<file path="src/rtl/fb_pkg.sv">
// Shared framebuffer geometry, pixel width and writer state encoding.
// The VGA display reader imports this package for its addrb math.
package fb_pkg;
    localparam int FB_IMG_W     = 160;
    localparam int FB_IMG_H     = 120;
    localparam int FB_BASE_ADDR = 0;
    localparam int FB_ADDR_W    = 15;
    localparam int FB_PIX_W     = 16;

    typedef logic [1:0] fb_state_t;

    localparam fb_state_t ST_IDLE  = 2'd0;
    localparam fb_state_t ST_ARM   = 2'd1;
    localparam fb_state_t ST_WRITE = 2'd2;
    localparam fb_state_t ST_CLEAR = 2'd3;
endpackage

</file>
<file path="src/rtl/fb_writer_sync_edge.sv">
// Two-flop synchroniser followed by an edge register.
// edge_o pulses for one clk when the synchronised level becomes ACTIVE.
module sync_edge #(
    parameter logic ACTIVE = 1'b1
) (
    input  logic clk,
    input  logic rst,
    input  logic async_i,
    output logic edge_o
);
    logic meta_q;
    logic sync_q;
    logic prev_q;

    always_ff @(posedge clk or posedge rst) begin
        if (rst) begin
            meta_q <= ~ACTIVE;
            sync_q <= ~ACTIVE;
            prev_q <= ~ACTIVE;
        end else begin
            meta_q <= async_i;
            sync_q <= meta_q;
            prev_q <= sync_q;
        end
    end

    assign edge_o = (sync_q == ACTIVE) && (prev_q != ACTIVE);
endmodule

</file>
<file path="src/rtl/fb_writer.sv">
// Album-art framebuffer write master: one image per start, writes aligned to display vsync.
// Optional FB_WRITER_CLEAR_EN adds a CLEAR state that fills the image with i_fill.
module fb_writer
    import fb_pkg::*;
#(
    parameter int   IMG_W     = FB_IMG_W,
    parameter int   IMG_H     = FB_IMG_H,
    parameter int   BASE_ADDR = FB_BASE_ADDR,
    parameter logic VS_ACTIVE = 1'b0,
    parameter int   ADDR_W    = FB_ADDR_W
) (
    input  logic              clk,
    input  logic              rst,
    input  logic              i_start,
    input  logic              i_abort,
    input  logic              i_vs,
`ifdef FB_WRITER_CLEAR_EN
    input  logic              i_clear,
    input  logic [15:0]       i_fill,
`endif
    input  logic              s_valid,
    input  logic              s_sof,
    input  logic [15:0]       s_data,
    output logic              s_ready,
    output logic [ADDR_W-1:0] addra,
    output logic [15:0]       dina,
    output logic              wea,
    output logic              o_busy,
    output logic              o_done,
    output logic              o_err
);
    localparam int NPIX = IMG_W * IMG_H;
    localparam logic [ADDR_W-1:0] BASE = ADDR_W'(BASE_ADDR);
    localparam logic [ADDR_W-1:0] LAST = ADDR_W'(NPIX - 1);
    localparam logic [ADDR_W-1:0] ONE  = ADDR_W'(1);

    fb_state_t         state_q, state_d;
    logic [ADDR_W-1:0] cnt_q, cnt_d;
    logic              sof_seen_q, sof_seen_d;
    logic              wea_q, wea_d;
    logic [ADDR_W-1:0] addra_q, addra_d;
    logic [15:0]       dina_q, dina_d;
    logic              done_q, done_d;
    logic              err_q, err_d;
    logic [ADDR_W-1:0] wcnt;
    logic              vs_edge;
`ifdef FB_WRITER_CLEAR_EN
    logic [15:0]       fill_q, fill_d;
`endif

    sync_edge #(.ACTIVE(VS_ACTIVE)) u_vs_sync (
        .clk    (clk),
        .rst    (rst),
        .async_i(i_vs),
        .edge_o (vs_edge)
    );

    always_comb begin
        state_d    = state_q;
        cnt_d      = cnt_q;
        sof_seen_d = sof_seen_q;
        wea_d      = 1'b0;
        addra_d    = addra_q;
        dina_d     = dina_q;
        done_d     = 1'b0;
        err_d      = 1'b0;
        wcnt       = '0;
`ifdef FB_WRITER_CLEAR_EN
        fill_d     = fill_q;
`endif
        case (state_q)
            ST_IDLE: begin
`ifdef FB_WRITER_CLEAR_EN
                if (i_clear) begin
                    state_d = ST_CLEAR;
                    cnt_d   = '0;
                    fill_d  = i_fill;
                end else
`endif
                if (i_start) state_d = ST_ARM;
            end
            ST_ARM: begin
                if (i_abort) begin
                    state_d = ST_IDLE;
                end else if (vs_edge) begin
                    state_d    = ST_WRITE;
                    cnt_d      = '0;
                    sof_seen_d = 1'b0;
                end
            end
            ST_WRITE: begin
                // Abort takes priority over a beat offered in the same cycle.
                if (i_abort) begin
                    state_d = ST_IDLE;
                end else if (s_valid) begin
                    if (s_sof || sof_seen_q) begin
                        wcnt       = s_sof ? '0 : cnt_q;
                        err_d      = s_sof && sof_seen_q && (cnt_q != '0);
                        sof_seen_d = 1'b1;
                        wea_d      = 1'b1;
                        addra_d    = BASE + wcnt;
                        dina_d     = s_data;
                        cnt_d      = wcnt + ONE;
                        if (wcnt == LAST) begin
                            state_d = ST_IDLE;
                            done_d  = 1'b1;
                        end
                    end else begin
                        err_d = 1'b1;
                    end
                end
            end
`ifdef FB_WRITER_CLEAR_EN
            ST_CLEAR: begin
                if (i_abort) begin
                    state_d = ST_IDLE;
                end else begin
                    wea_d   = 1'b1;
                    addra_d = BASE + cnt_q;
                    dina_d  = fill_q;
                    cnt_d   = cnt_q + ONE;
                    if (cnt_q == LAST) begin
                        state_d = ST_IDLE;
                        done_d  = 1'b1;
                    end
                end
            end
`endif
            default: state_d = ST_IDLE;
        endcase
    end

    always_ff @(posedge clk or posedge rst) begin
        if (rst) begin
            state_q    <= ST_IDLE;
            cnt_q      <= '0;
            sof_seen_q <= 1'b0;
            wea_q      <= 1'b0;
            addra_q    <= '0;
            dina_q     <= '0;
            done_q     <= 1'b0;
            err_q      <= 1'b0;
`ifdef FB_WRITER_CLEAR_EN
            fill_q     <= '0;
`endif
        end else begin
            state_q    <= state_d;
            cnt_q      <= cnt_d;
            sof_seen_q <= sof_seen_d;
            wea_q      <= wea_d;
            addra_q    <= addra_d;
            dina_q     <= dina_d;
            done_q     <= done_d;
            err_q      <= err_d;
`ifdef FB_WRITER_CLEAR_EN
            fill_q     <= fill_d;
`endif
        end
    end

    assign s_ready = (state_q == ST_WRITE);
`ifdef FB_WRITER_CLEAR_EN
    assign o_busy  = (state_q == ST_ARM) || (state_q == ST_WRITE) || (state_q == ST_CLEAR);
`else
    assign o_busy  = (state_q == ST_ARM) || (state_q == ST_WRITE);
`endif
    assign wea     = wea_q;
    assign addra   = addra_q;
    assign dina    = dina_q;
    assign o_done  = done_q;
    assign o_err   = err_q;
endmodule

</file>
<file path="config.mk">
export PLATFORM = sky130hd
export DESIGN_NAME = fb_writer
export DESIGN_NICKNAME = d
export VERILOG_FILES = /design/src/rtl/fb_pkg.sv /design/src/rtl/fb_writer_sync_edge.sv /design/src/rtl/fb_writer.sv
export SDC_FILE = /design/constraint.sdc
export NUM_CORES = 1
export LEC_CHECK = 0
export ABC_AREA = 1
export ABC_CLOCK_PERIOD_IN_PS = 2100
export BUFFER_PORTS_ARGS = -buffer_cell sky130_fd_sc_hd__buf_4
export CAP_MARGIN = 20
export CORE_AREA = 3 3 82 84
export CTS_CLUSTER_DIAMETER = 150
export CTS_CLUSTER_SIZE = 30
export DETAILED_ROUTE_END_ITERATION = 10
export DIE_AREA = 0 0 85 87
export PLACE_DENSITY = 0.7
export SYNTH_ARGS = -nofsm -noshare
export SYNTH_HDL_FRONTEND = slang
export SYNTH_HIERARCHICAL = 1
export SYNTH_SLANG_ARGS = --single-unit
</file>
<file path="constraint.sdc">
create_clock -name clk -period 2.1 [get_ports clk]
set_input_delay 0.315 -clock clk [delete_from_list [all_inputs] [get_ports clk]]
set_output_delay 0.315 -clock clk [all_outputs]
set_load 0.02 [all_outputs]
</file>
==> results of run 1 <==
[area by class of cell]
cell class | count | area share (%)
Multi-Input combinational cell | 229 | 33.2
Sequential cell | 55 | 41.8
Tap cell | 75 | 2.84
Inverter | 39 | 4.47
Clock buffer | 7 | 2.61
Timing Repair Buffer | 65 | 14.8
Clock inverter | 1 | 0.265
[timing repair]
| item | CTS | global route |
|---|---|---|
| hold endpoints to repair | 16 | 0 |
| endpoints found under the setup margin | 0 | 1 |
| hold buffers | 1 | 0 |
| gates resized for setup | 0 | 1 |
[logic make-up after synthesis]
kind of cell               Yosys count  synth area share, %
AOI/OAI and AO/OA                   32                 6.91
buffers and inverters               48                 7.70
and+or+nand+nor                    191                 31.4
DFF                                 55                 51.5
adders and majority gates            4                 1.87
xor gates and xnor gates             2                0.653
[per-stage QoR]
step	total power [µW]	area (µm²)	hold slack, ns
2_1_floorplan	2170	2680	0.248
3_3_place_gp	2650	3200	0.323
3_5_place_dp	2680	3200	0.324
4_1_cts	3300	3300	0.0890
5_1_grt	3470	3300	0.0853
6_report	3250	3300	0.103
[cells in the final DEF (no fill, tap or decap)]
cell type      Yosys  layout
nor2_2             5       5
inv_1             35      34
a21oi_2            2       2
or2_2              1       1
nand3_2            2       2
xor2_1             1       1
nand2_2            3       4
buf_4              1      64
nand3_1           16      16
o22ai_1            3       3
xnor2_1            1       1
nand2_1          122     121
dfstp_2            3       3
dfrtp_1           52      52
nand4_1            6       6
nor3_4             1       1
o22ai_2            1       1
ha_1               4       4
inv_2              3       4
o21ai_1           16      16
nor2_8             1       1
a21oi_1            3       3
o211ai_1           1       1
o21ai_0            5       5
clkbuf_1           1       1
o21ai_2            1       1
dlygate4sd3_1      0       1
clkinv_2           1       1
clkbuf_8           0       6
nor2_4             3       3
nor2_1            28      28
clkinv_4           0       1
nor3_1             3       3
[cell usage after synthesis, types with 2 or more instances]
cell type / number
a21oi_1: 3
a21oi_2: 2
buf_2: 5
buf_6: 2
dfrtp_1: 52
dfstp_2: 3
ha_1: 4
inv_1: 35
inv_2: 3
nand2_1: 122
nand2_2: 3
nand3_1: 16
nand3_2: 2
nand4_1: 6
nor2_1: 28
nor2_2: 5
nor2_4: 3
nor3_1: 3
o21ai_0: 5
o21ai_1: 16
o22ai_1: 3
[worst min path at each step]
stage / startpoint / endpoint / slack [ns] / depth (start not counted)
after floorplan: rst / u_vs_sync/meta_q$_DFF_PP1_ / 0.25 / 1
after global placement: rst / dina[12]$_DFFE_PP0P_ / 0.32 / 2
after detailed placement: rst / o_done$_DFF_PP0_ / 0.32 / 2
after CTS: i_vs / u_vs_sync/meta_q$_DFF_PP1_ / 0.09 / 1
after global routing: i_vs / u_vs_sync/meta_q$_DFF_PP1_ / 0.09 / 1
final: i_vs / u_vs_sync/meta_q$_DFF_PP1_ / 0.10 / 1
[registers in the layout, summed over array words and instances, names as in the netlist]
name / flops
cnt_q: 15
o_err: 1
state_q: 2
u_vs_sync/meta_q: 1
sof_seen_q: 1
addra: 15
dina: 16
u_vs_sync/prev_q: 1
o_done: 1
wea: 1
u_vs_sync/sync_q: 1
[power breakdown]
part           internal, µW  switching [µW]
combinational           487             719
sequential             1300             140
clock                   271             335
[per-layer routing]
metal / vias up / part of all wire (%)
met5: - / 0
met4: 0 / 1.2
met3: 6 / 6.5
met2: 74 / 46
met1: 1052 / 46
li1: 1159 / -
==> results.py, run 1 <==
metrics = {
    "placement": {
        "hpwl_mm": 4.57,
        "dp.cells": 462,
        "io_buffers": 58,
        "place_ws_ns": 0.193,
        "gp_congestion": 0.905,
    },
    "sta": {
        "timing.fmax_ghz": 0.533,
        "setup_ws_ns": 0.225,
        "relSlewSlack_pct": 55.8,
        "timing_worst_slew_pin_value_ns": 0.662,
        "worst_clock_skew_ns": 0.00755,
        "final_max_slew_viol_count": 0,
        "finalHoldViolCount": 0,
        "setup_tns_ns": 0,
        "grt_setup_unrepaired": "no",
        "finalCriticalPeriod_ns": 1.88,
        "finalCritPeriodShare_pct": 89.3,
        "setup_violations": 0,
    },
    "worst_setup_path": {
        "worst-setup-path-type": "reg2reg",
        "reg2reg_to": "cnt_q[5]$_DFFE_PP0P_",
        "endpoint": "cnt_q[5]$_DFFE_PP0P_",
        "arrival_ns": 2.11,
        "path_buf_inv": 5,
        "required_ns": 2.33,
        "path_common_cell": "inv_1",
        "reg2reg_from": "state_q[0]$_DFFE_PP0P_",
        "crit_path_start_kind": "flop",
        "crit_chain": "inv_1, ha_1, inv_1, nor2_1, inv_1, nor2_4, nand2_2, buf_4, clkinv_2, o211ai_1, o21ai_0",
        "r2r_slack_ns": 0.22,
        "worstPathMaxFanout": 10,
        "ff2ff_path_depth": 11,
        "crit_slowest_cell": "dfrtp_1",
        "critPathCaptureType": "flop",
        "max_stage_delay_ns": 0.42,
        "crit_path_start": "state_q[0]$_DFFE_PP0P_",
        "cp_num_cells": 11,
        "crit_family": "buffers and inverters",
    },
    "grt": {
        "gr-usage-met1_pct": 23.9,
        "overflow": 0,
        "use_met3_pct": 3.31,
        "grt_usage_pct": 17.0,
        "met2_usage_pct": 26.8,
        "grt_max_degree": 44,
        "antenna_found_initial": 0,
        "grt_pass1_vias": 2173,
        "grt.busiest_layer": "met2",
        "grt_pass1_wl_mm": 10.2,
    },
    "synthesis": {
        "synth_fp_nets": 359,
        "synth-edff-count": 0,
        "postSynthCellCount": 332,
        "ys_types": 32,
        "yosys_warnings": 6,
        "syn_avg_cell_area_um2": 8.08,
        "synth_top_cell_by_area": "dfrtp_1",
        "synthesis.area_mm2": 0.00268,
        "synthFlopType": "dfrtp_1",
        "yosysTopAreaCellShare_pct": 48.5,
        "synth.area.top_cells": "dfrtp_1, nand2_1, inv_1, nor2_1, nand3_1",
        "ys_seq_area_share_pct": 51.5,
        "synthArstFlopShare_pct": 100,
        "ys_seq_elements": 55,
    },
    "power_and_ir_drop": {
        "vdd_drop_max_v": 0.000600,
        "p_leak_uw": 0.00169,
        "p_per_area_mw_per_mm2": 985,
    },
    "cts": {
        "clk_pin_slew_ns": 0.10,
        "cts_setup_buffers": 0,
        "cts_sinks": 55,
        "root_buffer": "clkbuf_8",
        "htree_levels": 2,
        "cts_tree": "yes",
        "cts_buffer_depth": 2,
        "clock_latency_ns": 0.31,
        "cts-buffers-inserted": 5,
    },
    "min_path": {
        "hold_path.class": "in2reg",
    },
    "floorplan": {
        "die_x_um": 85,
        "rows": 28,
        "die_h_um": 87,
        "die-area_mm2": 0.00740,
        "core_mm2": 0.00599,
        "io_pins": 59,
        "initial_utilization_pct": 44.8,
    },
    "job": {
        "maxCapViolCount": 0,
    },
    "route": {
        "drt.antenna.violating_nets": 0,
        "routed_wl_mm": 6.00,
        "via_per_inst": 4.86,
        "drc_errors": 0,
        "firstDrtPassIters": 4,
        "drtIter0Drc": 131,
        "routedWlPerCell_um": 12.7,
        "vias": 2291,
    },
    "status": {
        "status": "finished, final reports clean",
    },
    "cells_and_area": {
        "n_antenna_cell": 0,
        "final_nets": 422,
        "area_delta_synth_final_pct": 23.2,
        "layout-drive-gt1-share_pct": 25.3,
        "register_area_mm2": 0.00138,
        "fill_cells": 575,
        "post-route-util_pct": 55.2,
        "layoutNonFillerInstCount": 471,
        "multi_input_area_mm2": 0.00110,
    },
}
Power figures use the tool's default switching activity.
==> run 2: changes to the inputs <==
- ABC_CLOCK_PERIOD_IN_PS: 2100 -> not set
- CORE_AREA: 3 3 82 84 -> 3 3 75 77
- DIE_AREA: 0 0 85 87 -> 0 0 78 80
- PLACE_DENSITY: 0.7 -> 0.82
==> results.py, run 2 (synthesis gave the netlist of run 1 again) <==
metrics = {
    "worst_setup_path": {
        "r2r_slack_ns": 0.25,
        "max_stage_delay_ns": 0.41,
        "worstPathMaxFanout": 11,
        "crit_path_start_kind": "flop",
        "crit_family": "simple AND/OR/NAND/NOR gates",
        "crit_chain": "inv_1, ha_1, inv_1, nor2_1, inv_1, nor2_4, nand2_2, nand2_1, buf_4, o21ai_0",
        "arrival_ns": 2.03,
        "crit_slowest_cell": "dfrtp_1",
        "required_ns": 2.29,
        "path_buf_inv": 4,
        "path_common_cell": "inv_1",
        "critPathCaptureType": "flop",
        "worst-setup-path-type": "reg2reg",
    },
    "grt": {
        "use_met3_pct": 3.39,
        "overflow": 0,
        "met2_usage_pct": 32.8,
        "antenna_found_initial": 0,
        "grt.busiest_layer": "met2",
        "grt_pass1_vias": 2229,
        "gr-usage-met1_pct": 25.9,
        "grt_usage_pct": 19.7,
        "grt_max_degree": 53,
        "grt_pass1_wl_mm": 9.82,
    },
    "power_and_ir_drop": {
        "vdd_drop_max_v": 0.000700,
        "p_per_area_mw_per_mm2": 1030,
        "p_leak_uw": 0.00168,
        "power_uw": 3380,
    },
    "cts": {
        "cts_tree": "yes",
        "clock_latency_ns": 0.31,
        "root_buffer": "clkbuf_8",
        "htree_levels": 2,
        "cts-buffers-inserted": 5,
        "cts_setup_buffers": 0,
        "clk_pin_slew_ns": 0.09,
        "cts_sinks": 55,
        "cts_resized": 0,
        "cts_buffer_depth": 2,
        "ctsHoldBuffers": 0,
    },
    "floorplan": {
        "io_pins": 59,
        "die_h_um": 80,
        "rows": 26,
        "die_x_um": 78,
        "initial_utilization_pct": 52.8,
        "core_mm2": 0.00507,
        "die-area_mm2": 0.00624,
    },
    "sta": {
        "final_max_slew_viol_count": 0,
        "timing_worst_slew_pin_value_ns": 0.671,
        "timing.fmax_ghz": 0.541,
        "finalCriticalPeriod_ns": 1.85,
        "setup_violations": 0,
        "holdWs_ns": 0.0667,
        "grt_setup_unrepaired": "no",
        "relSlewSlack_pct": 55.2,
        "setup_ws_ns": 0.253,
        "finalCritPeriodShare_pct": 88.0,
        "worst_clock_skew_ns": 0.00757,
        "setup_tns_ns": 0,
        "finalHoldViolCount": 0,
    },
    "cells_and_area": {
        "layoutNonFillerInstCount": 462,
        "n_antenna_cell": 0,
        "register_area_mm2": 0.00138,
        "final_nets": 418,
        "area_delta_synth_final_pct": 22.7,
        "fill_cells": 470,
        "largest_reg_flops": 16,
        "final_common_cell": "nand2_1",
        "layout-drive-gt1-share_pct": 24.7,
        "final_cell_mix": "nand2_1, buf_4, dfrtp_1",
        "multi_input_area_mm2": 0.00109,
    },
    "job": {
        "maxCapViolCount": 0,
    },
    "route": {
        "drtIter0Drc": 161,
        "drc_errors": 0,
        "via_per_inst": 5.01,
        "routedWlPerCell_um": 12.5,
        "firstDrtPassIters": 4,
        "drt.antenna.violating_nets": 0,
        "routed_wl_mm": 5.78,
        "vias": 2313,
    },
    "placement": {
        "io_buffers": 58,
        "dp.cells": 454,
        "gp_congestion": 0.930,
        "hpwl_mm": 4.24,
        "place_ws_ns": 0.237,
    },
    "min_path": {
        "hold_path.class": "in2async",
    },
    "status": {
        "status": "finished, final reports clean",
    },
}
run 2: changes by cell type in the layout (fill, tap and decap cells not counted):
| cell | previous run | this run |
|---|---|---|
| buf_4 | 64 | 61 |
| clkbuf_1 | 1 | 0 |
| nand2_1 | 121 | 122 |
| nand2_2 | 4 | 3 |
| dlygate4sd3_1 | 1 | 0 |
| clkinv_4 | 1 | 0 |
| bufinv_16 | 0 | 1 |
| inv_6 | 0 | 1 |
run 2: worst paths after layout:
check,depth (start not counted),to,start
worst max-delay path,10,cnt_q[1]$_DFFE_PP0P_,state_q[0]$_DFFE_PP0P_
worst min-delay path,2,u_vs_sync/sync_q$_DFF_PP1_,rst
worst max register to register,10,cnt_q[1]$_DFFE_PP0P_,state_q[0]$_DFFE_PP0P_
worst min register to register,0,u_vs_sync/sync_q$_DFF_PP1_,u_vs_sync/meta_q$_DFF_PP1_
max in group asynchronous,3,cnt_q[13]$_DFFE_PP0P_,rst
min in group clk,1,u_vs_sync/meta_q$_DFF_PP1_,i_vs
run 2: stage by stage:
stage | cell area [µm²] | utilization, %
final | 3290 | 64.8
after global routing | 3290 | 64.8
after CTS | 3290 | 64.8
after detailed placement | 3170 | 62.4
after global placement | 3170 | 62.4
after floorplan | 2680 | -
run 2: layer usage:
layer	share of wire [%]	vias to the layer above
met5	0	-
met4	1.3	0
met3	7.0	7
met2	48	77
met1	44	1075
li1	-	1154
run 2: final cells by class:
type,instances,share of cell area (%)
clock buffer,6,2.51
clock inverter,2,1.18
inverter,39,4.49
multi-input combinational,229,33.3
sequential,55,42.0
tap,70,2.66
timing repair buffer,61,13.9
run 2: power by group:
part | internal (µW) | switching (µW) | total (µW)
logic | 482 | 721 | 1200
clock network | 393 | 345 | 737
registers | 1300 | 136 | 1440
